--- config.mk ---
export PLATFORM = sky130hd
export DESIGN_NAME = uart_rom_loader_flat
export DESIGN_NICKNAME = d
export VERILOG_FILES = /design/src/rtl/control_pkg.sv /design/src/rtl/uart_rom_loader_if.sv /design/src/rtl/uart_rx.sv /design/src/rtl/uart_rom_loader.sv /design/src/flat_wrapper.sv
export SDC_FILE = /design/constraint.sdc
export NUM_CORES = 1
export LEC_CHECK = 0
export ABC_CLOCK_PERIOD_IN_PS = 11500
export CORE_ASPECT_RATIO = 1.75
export CORE_MARGIN = 2
export CORE_UTILIZATION = 37
export DETAILED_ROUTE_END_ITERATION = 7
export GPL_ROUTABILITY_DRIVEN = 0
export GPL_TIMING_DRIVEN = 0
export SYNTH_ARGS = -nofsm -noshare
export SYNTH_HDL_FRONTEND = slang
export SYNTH_HIERARCHICAL = 1
export SYNTH_SLANG_ARGS = --single-unit
--- constraint.sdc ---
create_clock -name clk -period 11.5 [get_ports clk]
set_input_delay 3.45 -clock clk [delete_from_list [all_inputs] [get_ports clk]]
set_output_delay 3.45 -clock clk [all_outputs]
set_load 0.02 [all_outputs]
--- src/rtl/control_pkg.sv ---
// Shared types for the host-link ROM loader and its UART receiver.
// Latency: n/a (types and constants only).
// Backpressure: n/a.
package control_pkg;

    typedef enum logic [2:0] {
        ST_HDR,
        ST_DATA,
        ST_WRITE,
        ST_DONE,
        ST_ERROR
    } load_state_t;

    typedef enum logic [1:0] {
        RX_IDLE,
        RX_START,
        RX_DATA,
        RX_STOP
    } rx_state_t;

    localparam int HDR_BYTES      = 4;
    localparam int UART_DATA_BITS = 8;

    // Length arrives LSB first: each new byte enters at the top and the older bytes slide down.
    function automatic logic [31:0] shift_len(input logic [31:0] len, input logic [7:0] b);
        return {b, len[31:8]};
    endfunction

endpackage

--- src/rtl/uart_rom_loader_if.sv ---
// ROM write port: address/data/write_en held by the writer until mem_ready.
// Latency: n/a (wiring only).
// Backpressure: writer stalls while mem_ready is low.
interface uart_rom_loader_if;
    logic [31:0] mem_addr;
    logic [7:0]  mem_data_in;
    logic        mem_write_en;
    logic        mem_ready;

    modport master (output mem_addr, output mem_data_in, output mem_write_en, input mem_ready);
    modport slave  (input mem_addr, input mem_data_in, input mem_write_en, output mem_ready);
endinterface

--- src/rtl/uart_rx.sv ---
// 8N1 receiver: synchroniser, mid-bit sampling timer, LSB-first shifter.
// Latency: byte_valid/frame_err pulse one clk after the stop-bit sample.
// Backpressure: none; each byte is a single-cycle pulse and must be taken immediately.
module uart_rx
    import control_pkg::*;
#(
    parameter int CLKS_PER_BIT = 434
) (
    input  logic       clk,
    input  logic       rst,
    input  logic       rx_serial,
    output logic       byte_valid,
    output logic [7:0] byte_data,
    output logic       frame_err
);

    localparam logic [15:0] HALF_CNT = 16'(CLKS_PER_BIT / 2 - 1);
    localparam logic [15:0] FULL_CNT = 16'(CLKS_PER_BIT - 1);

    logic        sync1, sync2, rx_prev;
    rx_state_t   state, state_nxt;
    logic [15:0] cnt, cnt_nxt;
    logic [2:0]  bit_idx, bit_idx_nxt;
    logic [7:0]  shreg, shreg_nxt;
    logic        byte_valid_nxt, frame_err_nxt;

    always_ff @(posedge clk or posedge rst) begin
        if (rst) begin
            sync1   <= 1'b1;
            sync2   <= 1'b1;
            rx_prev <= 1'b1;
        end else begin
            sync1   <= rx_serial;
            sync2   <= sync1;
            rx_prev <= sync2;
        end
    end

    always_ff @(posedge clk or posedge rst) begin
        if (rst) begin
            state      <= RX_IDLE;
            cnt        <= '0;
            bit_idx    <= '0;
            shreg      <= '0;
            byte_valid <= 1'b0;
            frame_err  <= 1'b0;
        end else begin
            state      <= state_nxt;
            cnt        <= cnt_nxt;
            bit_idx    <= bit_idx_nxt;
            shreg      <= shreg_nxt;
            byte_valid <= byte_valid_nxt;
            frame_err  <= frame_err_nxt;
        end
    end

    always_comb begin
        state_nxt      = state;
        cnt_nxt        = cnt;
        bit_idx_nxt    = bit_idx;
        shreg_nxt      = shreg;
        byte_valid_nxt = 1'b0;
        frame_err_nxt  = 1'b0;
        case (state)
            RX_IDLE: begin
                if (rx_prev && !sync2) begin
                    state_nxt = RX_START;
                    cnt_nxt   = '0;
                end
            end
            RX_START: begin
                // A start bit that is high again at mid-bit was line noise.
                if (cnt == HALF_CNT) begin
                    cnt_nxt     = '0;
                    bit_idx_nxt = '0;
                    state_nxt   = sync2 ? RX_IDLE : RX_DATA;
                end else begin
                    cnt_nxt = cnt + 16'd1;
                end
            end
            RX_DATA: begin
                if (cnt == FULL_CNT) begin
                    cnt_nxt   = '0;
                    shreg_nxt = {sync2, shreg[7:1]};
                    if (bit_idx == 3'(UART_DATA_BITS - 1)) begin
                        state_nxt = RX_STOP;
                    end else begin
                        bit_idx_nxt = bit_idx + 3'd1;
                    end
                end else begin
                    cnt_nxt = cnt + 16'd1;
                end
            end
            RX_STOP: begin
                if (cnt == FULL_CNT) begin
                    cnt_nxt        = '0;
                    state_nxt      = RX_IDLE;
                    byte_valid_nxt = sync2;
                    frame_err_nxt  = !sync2;
                end else begin
                    cnt_nxt = cnt + 16'd1;
                end
            end
            default: state_nxt = RX_IDLE;
        endcase
    end

    assign byte_data = shreg;

endmodule

--- src/rtl/uart_rom_loader.sv ---
// Loads a length-prefixed image from the host UART into ROM, then releases the cpu via load_done.
// Latency: stop-bit sample to mem_write_en high is 2 clk.
// Backpressure: holds each write until mem_ready; a byte arriving before the ack is an overrun.
module uart_rom_loader
    import control_pkg::*;
#(
    parameter int          CLKS_PER_BIT = 434,
    parameter logic [31:0] BASE_ADDR    = 32'h0,
    parameter logic [31:0] MAX_BYTES    = 32'h1_0000
) (
    input  logic              clk,
    input  logic              rst,
    input  logic              rx_serial,
    uart_rom_loader_if.master mem,
    output logic              load_done,
    output logic              load_error,
    output logic [31:0]       bytes_loaded
);

    logic       byte_valid, frame_err;
    logic [7:0] byte_data;

    uart_rx #(.CLKS_PER_BIT(CLKS_PER_BIT)) u_rx (
        .clk        (clk),
        .rst        (rst),
        .rx_serial  (rx_serial),
        .byte_valid (byte_valid),
        .byte_data  (byte_data),
        .frame_err  (frame_err)
    );

    load_state_t state, state_nxt;
    logic [1:0]  hdr_cnt, hdr_cnt_nxt;
    logic [31:0] len, len_nxt;
    logic [31:0] cnt_nxt;
    logic [31:0] addr, addr_nxt;
    logic [7:0]  data, data_nxt;
    logic        we, we_nxt;

    always_ff @(posedge clk or posedge rst) begin
        if (rst) begin
            state        <= ST_HDR;
            hdr_cnt      <= '0;
            len          <= '0;
            bytes_loaded <= '0;
            addr         <= '0;
            data         <= '0;
            we           <= 1'b0;
        end else begin
            state        <= state_nxt;
            hdr_cnt      <= hdr_cnt_nxt;
            len          <= len_nxt;
            bytes_loaded <= cnt_nxt;
            addr         <= addr_nxt;
            data         <= data_nxt;
            we           <= we_nxt;
        end
    end

    always_comb begin
        state_nxt   = state;
        hdr_cnt_nxt = hdr_cnt;
        len_nxt     = len;
        cnt_nxt     = bytes_loaded;
        addr_nxt    = addr;
        data_nxt    = data;
        we_nxt      = we;
        case (state)
            ST_HDR: begin
                if (frame_err) begin
                    state_nxt = ST_ERROR;
                end else if (byte_valid) begin
                    len_nxt     = shift_len(len, byte_data);
                    hdr_cnt_nxt = hdr_cnt + 2'd1;
                    if (hdr_cnt == 2'(HDR_BYTES - 1)) begin
                        if (len_nxt == 32'd0)          state_nxt = ST_DONE;
                        else if (len_nxt > MAX_BYTES)  state_nxt = ST_ERROR;
                        else                           state_nxt = ST_DATA;
                    end
                end
            end
            ST_DATA: begin
                if (frame_err) begin
                    state_nxt = ST_ERROR;
                end else if (byte_valid) begin
                    addr_nxt  = BASE_ADDR + bytes_loaded;
                    data_nxt  = byte_data;
                    we_nxt    = 1'b1;
                    state_nxt = ST_WRITE;
                end
            end
            ST_WRITE: begin
                // A new byte before the ack has nowhere to go; abort rather than drop it.
                if (frame_err || byte_valid) begin
                    we_nxt    = 1'b0;
                    state_nxt = ST_ERROR;
                end else if (mem.mem_ready) begin
                    we_nxt    = 1'b0;
                    cnt_nxt   = bytes_loaded + 32'd1;
                    state_nxt = (cnt_nxt == len) ? ST_DONE : ST_DATA;
                end
            end
            ST_DONE:  we_nxt = 1'b0;
            ST_ERROR: we_nxt = 1'b0;
            default: begin
                we_nxt    = 1'b0;
                state_nxt = ST_ERROR;
            end
        endcase
    end

    assign mem.mem_addr     = addr;
    assign mem.mem_data_in  = data;
    assign mem.mem_write_en = we;
    assign load_done        = (state == ST_DONE);
    assign load_error       = (state == ST_ERROR);

endmodule
--- src/flat_wrapper.sv ---
// flat-port wrapper written by rule: the top's interface ports become plain ports
module uart_rom_loader_flat import control_pkg::*;
#(
    parameter int          CLKS_PER_BIT = 434,
    parameter logic [31:0] BASE_ADDR    = 32'h0,
    parameter logic [31:0] MAX_BYTES    = 32'h1_0000
)
  (clk, rst, rx_serial, load_done, load_error, bytes_loaded, mem_mem_addr, mem_mem_data_in, mem_mem_write_en, mem_mem_ready);
  uart_rom_loader_if mem_i ();
  input  logic clk;
  input  logic rst;
  input  logic rx_serial;
  output logic load_done;
  output logic load_error;
  output logic [31:0] bytes_loaded;
  output wire logic [$bits(mem_i.mem_addr)-1:0] mem_mem_addr;
  output wire logic [$bits(mem_i.mem_data_in)-1:0] mem_mem_data_in;
  output wire logic [$bits(mem_i.mem_write_en)-1:0] mem_mem_write_en;
  input wire logic [$bits(mem_i.mem_ready)-1:0] mem_mem_ready;
  assign mem_mem_addr = mem_i.mem_addr;
  assign mem_mem_data_in = mem_i.mem_data_in;
  assign mem_mem_write_en = mem_i.mem_write_en;
  assign mem_i.mem_ready = mem_mem_ready;
  uart_rom_loader #(.CLKS_PER_BIT(CLKS_PER_BIT), .BASE_ADDR(BASE_ADDR), .MAX_BYTES(MAX_BYTES)) u_core (.clk(clk), .rst(rst), .rx_serial(rx_serial), .mem(mem_i), .load_done(load_done), .load_error(load_error), .bytes_loaded(bytes_loaded));
endmodule
# [Yosys cells after proc, flatten, opt, wreduce, memory -nomap -nowiden]
# Cells that the tools add are included.
[word_totals] regBits=144 latch_bits=0 mem_bits_rw=0 romBits=0 in_bits=4 n_memories=0
[op_classes] n_addsub=4 n_mul=0 div_mod_pow=0 order_cmp=1 eq_ne=24 shift=0 muxes=35 bitwise=4 reduce_logical=17
[op_table] cell="$mux W16" count=3
[op_table] cell="$pmux W16 S3" count=1
[op_table] cell="$mux W3" count=12
[op_table] cell="$add A32 B1 Y32 const B" count=1
[op_table] cell="$eq A32 B32 Y1" count=1
[op_table] cell="$gt A32 B17 Y1 const B" count=1
[op_table] cell="$logic_not A32 Y1" count=1
[op_table] cell="$add A16 B1 Y16 const B" count=1
[op_table] cell="$eq A16 B8 Y1 const B" count=1
[op_table] cell="$eq A16 B9 Y1 const B" count=1
[op_table] cell="$ne A2 B2 Y1 const B" count=8
[op_table] cell="$mux W2" count=7
[op_table] cell="$pmux W3 S4" count=1
[op_table] cell="$reduce_and A5 Y1" count=2
[op_table] cell="$reduce_and A3 Y1" count=3
[op_table] cell="$mux W1" count=8
[op_table] cell="$pmux W2 S4" count=1
[op_table] cell="$reduce_and A4 Y1" count=2
[op_table] cell="$eq A2 B2 Y1 const B" count=3
[op_table] cell="$eq A3 B2 Y1 const B" count=2
[op_table] cell="$eq A3 B3 Y1 const B" count=2
[op_table] cell="$ne A3 B2 Y1 const B" count=2
[op_table] cell="$ne A3 B3 Y1 const B" count=2
[op_table] cell="$pmux W3 S2" count=1
[op_table] cell="14 further kinds" count=18

# [Longest topological paths before layout]
[depth] ltp_word=7 mapped_depth=11

# [By module]
# Netlist, hierarchy kept.
[modules_own_cells] module="uart_rom_loader" n_inst=1 cells_each=485 area_per_inst_um2=5519.0 seq_area_each_um2=2752.6
[modules_own_cells] module="uart_rx" n_inst=1 cells_each=182 area_per_inst_um2=1791.7 seq_area_each_um2=854.6

# [Worst setup path before layout]
# OpenSTA, ideal clock, no wires.
[synth_path] kind="register to output" start="register u_core.state[0]" end="output port load_error" arrival_ns=1.113 path_slack_ns=6.937 path_stages_with_launch=3 n_path_buf=1 path_cell_list="dfrtp_1 > clkbuf_1 > nor3b_1"
[synth_via] elab_chain_len=1
[synth_lines] item="start, declared" line_no="uart_rom_loader.sv:32" source="load_state_t state, state_nxt;"
[synth_lines] item="start signal, assigned" line_no="uart_rom_loader.sv:50" source="state <= state_nxt;"
[synth_lines] item="$eq A3 B3 Y1" line_no="uart_rom_loader.sv:116" source="assign load_error = (state == ST_ERROR);"
[synth_lines] item="end, declared" line_no="flat_wrapper.sv:14" source="output logic load_error;"
# Every way passes these cells.

# [Final worst setup path]
[layout_path] start="register u_core.state[1]" end="output port load_done"
[layout_via] elab_chain_len=1
[layout_lines] item="$eq A3 B2 Y1" line_no="uart_rom_loader.sv:115" source="assign load_done = (state == ST_DONE);"
[layout_lines] item="end, declared" line_no="flat_wrapper.sv:13" source="output logic load_done;"
# Every way passes these cells.

==> out/results.ini <==
[status]
status = complete, no violations

[sta]
final-setup-viol-count = 0
rsz0062_at_grt = false
hold_violations = 0
layout_setup_ws_ps = 6070
period_share_pct = 47.2
fin_crit_ps = 5430
slew_viol_final = 0
worstMarginPinSlew_ps = 1160
fmax_mhz = 184
fin_setup_tns_ps = 0
skew_ps = 8.13
timing.slew.headroom_pct = 22.3

[cts]
cts_resized = 0
cts_hold_buf = 0
h-tree-depth = 4
worstSkewPairLatency_ps = 420
root_buffer = clkbuf_16
clk_pin_slew_ps = 60
postCtsSetupBuffers = 0
clk_path_buf_depth = 2
cts_sinks = 144
cts_tree = done
cts_buffers = 17

[yosys]
yosysSeqAreaShare_pct = 49.3
synth-seq-cells = 144
synth-edff-count = 0
yosys.area.top_type = dfrtp_1
async_reset_ff_share_pct = 100
synth.distinct_cells = 61
synth_area_leaders = dfrtp_1, mux2_2, xnor2_1
synth-main-ff-cell = dfrtp_1
netlist_instances = 667
syn_nets = 678
yosys_warnings = 6
netlist_area_um2 = 7310
avgSynthCellArea_um2 = 11.0
yosysTopAreaCellShare_pct = 48.3

[critical_path]
timing.rr.start = u_core/bytes_loaded[0]
crit_slowest_cell = clkdlybuf4s50_1
crit_required_ps = 8050
crit_arrival_ps = 1980
critPathBufInv = 2
reg2reg_to = u_core/state[1]
r2r_slack_ps = 8070
rr_worst_depth = 11
path_class = flip-flop to primary output
cp_max_fo = 10
max_stage_delay_ps = 610
path_cells = clkbuf_1, and3b_1, clkdlybuf4s50_1
setup.worst_path.start_class = flip-flop
crit_path_end_kind = primary output
crit_family = buffers and inverters

[finish]
n_fill_cell = 1854
num-nets-final = 776
finalNonFillerCells = 1023
num_antenna_cells = 0
layout-drive-gt1-share_pct = 17.5
syn_to_final_growth_pct = 23.1

[worst_hold_path]
worstHoldEndpoint = u_core/u_rx/sync2
whs_path_depth = 0
hold_class = flip-flop to flip-flop
hold_start = u_core/u_rx/sync1

[global_route]
grt_usage_pct = 17.7
met2_usage_pct = 32.5
grtUsageMet1_pct = 18.7
grt_max_degree = 61
grt_pass1_vias = 5573
grt_use_met3_pct = 2.84
grt-ovfl-total = 0
grt.busiest_layer = met2
grt_pass1_wl_um = 28500
antenna_found_initial = 0

[route]
wl_per_cell_um = 17.1
drt_iter0_drc = 235
dr.pass1.iters = 4
final_antenna_net_count = 0
avgViaCountPerCell = 5.27
drt-total-wl_um = 17500
drcViolationCount = 0
route.vias.total = 5392

[power_and_ir_drop]
p_sw_share_pct = 27.5
internal_power_uw = 907
ir_drop_mv = 0.0751
p_comb_share_pct = 13.3
seqPwrFrac_pct = 44.1
power_leakage_uw = 0.00404
clkPwrFrac_pct = 42.6
powerDensity_nw_per_um2 = 139
p_sw_uw = 345

[die]
dieWidth_um = 110
initial_core_util_pct = 37.4
die_y_um = 190
dieArea_um2 = 20900
io_pins = 79
core.rowCount = 68
coreArea_um2 = 19600

[placed_design]
portBuffers = 78
dp_slack_ps = 6060
dp.cells = 991
post-dp-hpwl_um = 13200

[flow_run]
maxCapViolations = 0

-- power groups by stage --
| stage | registers [µW] | clock network (µW) | logic [µW] |
|---|---|---|---|
| after floorplan | 560 | 0 | 111 |
| after global placement | 561 | 0 | 159 |
| after detailed placement | 562 | 0 | 166 |
| after CTS | 553 | 548 | 168 |
| after global routing | 556 | 575 | 186 |
| final | 552 | 533 | 167 |
-- cell usage after synthesis (all sizes together), types with 2 or more instances --
cell type,instances
a2111oi,2
a211oi,3
a21o,3
a21oi,8
a22o,2
a22oi,4
a31oi,3
a41oi,3
and2,4
and3,9
and3b,2
and4,7
buf,11
clkbuf,25
dfrtp,141
dfstp,3
ha,7
inv,21
mux2,82
mux2i,5
nand2,55
nand2b,3
nand3,29
nand4,15
nor2,36
nor2b,4
nor3,17
nor3b,4
nor4,20
o2111ai,5
o211ai,5
o21ai,15
o21bai,4
o22ai,6
o31ai,3
or2,2
or3,3
xnor2,56
xor2,26
-- final cells by class --
| cell class | instances | area [µm²] | area share, % |
|---|---|---|---|
| tap | 245 | 307 | 3.41 |
| multi-input combinational | 466 | 3470 | 38.6 |
| inverter | 21 | 81.3 | 0.904 |
| clock inverter | 13 | 140 | 1.56 |
| buffer | 36 | 154 | 1.71 |
| clock buffer | 19 | 433 | 4.81 |
| timing repair buffer | 79 | 808 | 8.98 |
| sequential | 144 | 3610 | 40.1 |
-- state kept, by name (all words and copies together), names as in the netlist, 3 cells and up, named ones only --
| register | flops |
|---|---|
| u_core/state | 3 |
| u_core/u_rx/cnt | 16 |
| u_core/mem.mem_addr | 32 |
| u_core/u_rx/byte_data | 8 |
| u_core/mem.mem_data_in | 8 |
| u_core/u_rx/bit_idx | 3 |
| u_core/bytes_loaded | 32 |
| u_core/len | 32 |
-- through the flow --
step	power [µW]	utilization, %	area, µm²	hold WS [ps]
floorplan	670	-	7310	345
global placement	720	42.9	8400	352
detailed placement	728	43.1	8430	349
CTS	1270	46.0	9000	365
global route	1320	46.0	9000	370
finish	1250	46.0	9000	362
-- layout by cell type (no fill, tap or decap), drive strengths merged, types with 3 or more instances in the layout --
cell type      netlist  layout
dfrtp              141     141
mux2                82      82
clkdlybuf4s50        0      78
xnor2               56      56
nand2               55      55
clkbuf              25      44
nor2                36      36
nand3               29      29
xor2                26      26
inv                 21      22
nor4                20      20
nor3                17      17
o21ai               15      15
nand4               15      15
buf                 11      12
and3                 9       9
a21oi                8       8
clkinvlp             0       7
and4                 7       7
ha                   7       7
o22ai                6       6
mux2i                5       5
o2111ai              5       5
o211ai               5       5
and2                 4       4
nor2b                4       4
o21bai               4       4
a22oi                4       4
nor3b                4       4
or3                  3       3
a31oi                3       3
a211oi               3       3
a21o                 3       3
nand2b               3       3
o31ai                3       3
a41oi                3       3
dfstp                3       3
clkinv               0       3
-- kinds of logic after synthesis --
kind of cell,share of synthesized area (%)
multiplexers,13.3
XOR/XNOR,9.82
AND/OR/NAND/NOR,16.2
AO/OA/AOI/OAI,6.98
buffers and inverters,3.18
adder cells (fa/ha/maj),1.20
flip-flops,49.3
-- how the worst max path moves through the flow --
stage | from | to | cells after the start
floorplan | rst | u_core/bytes_loaded[0] | 1
finish | u_core/state[1] | load_done | 3
detailed placement | mem_mem_ready | u_core/bytes_loaded[30] | 6
global placement | rst | u_core/mem.mem_addr[30] | 2
global route | u_core/state[0] | load_error | 3
CTS | u_core/state[0] | load_error | 3
-- worst register-to-register path, delay by kind of cell (launching register included) --
| kind | cells | cell delay, ps |
|---|---|---|
| and+or+nand+nor | 4 | 1400 |
| DFF | 1 | 510 |
| AOI/OAI and AO/OA | 2 | 440 |
| buffers and inverters | 2 | 410 |
| muxes | 2 | 340 |
| adders and majority gates | 1 | 200 |
-- metal layers --
layer,part of all wire (%),up-vias,wire [µm]
met4,4.0,0,703
met1,37,2643,6460
met5,0,-,0
met2,56,134,9770
li1,-,2573,-
met3,3.1,42,550
Note: power is estimated with default switching activity, not from simulation.
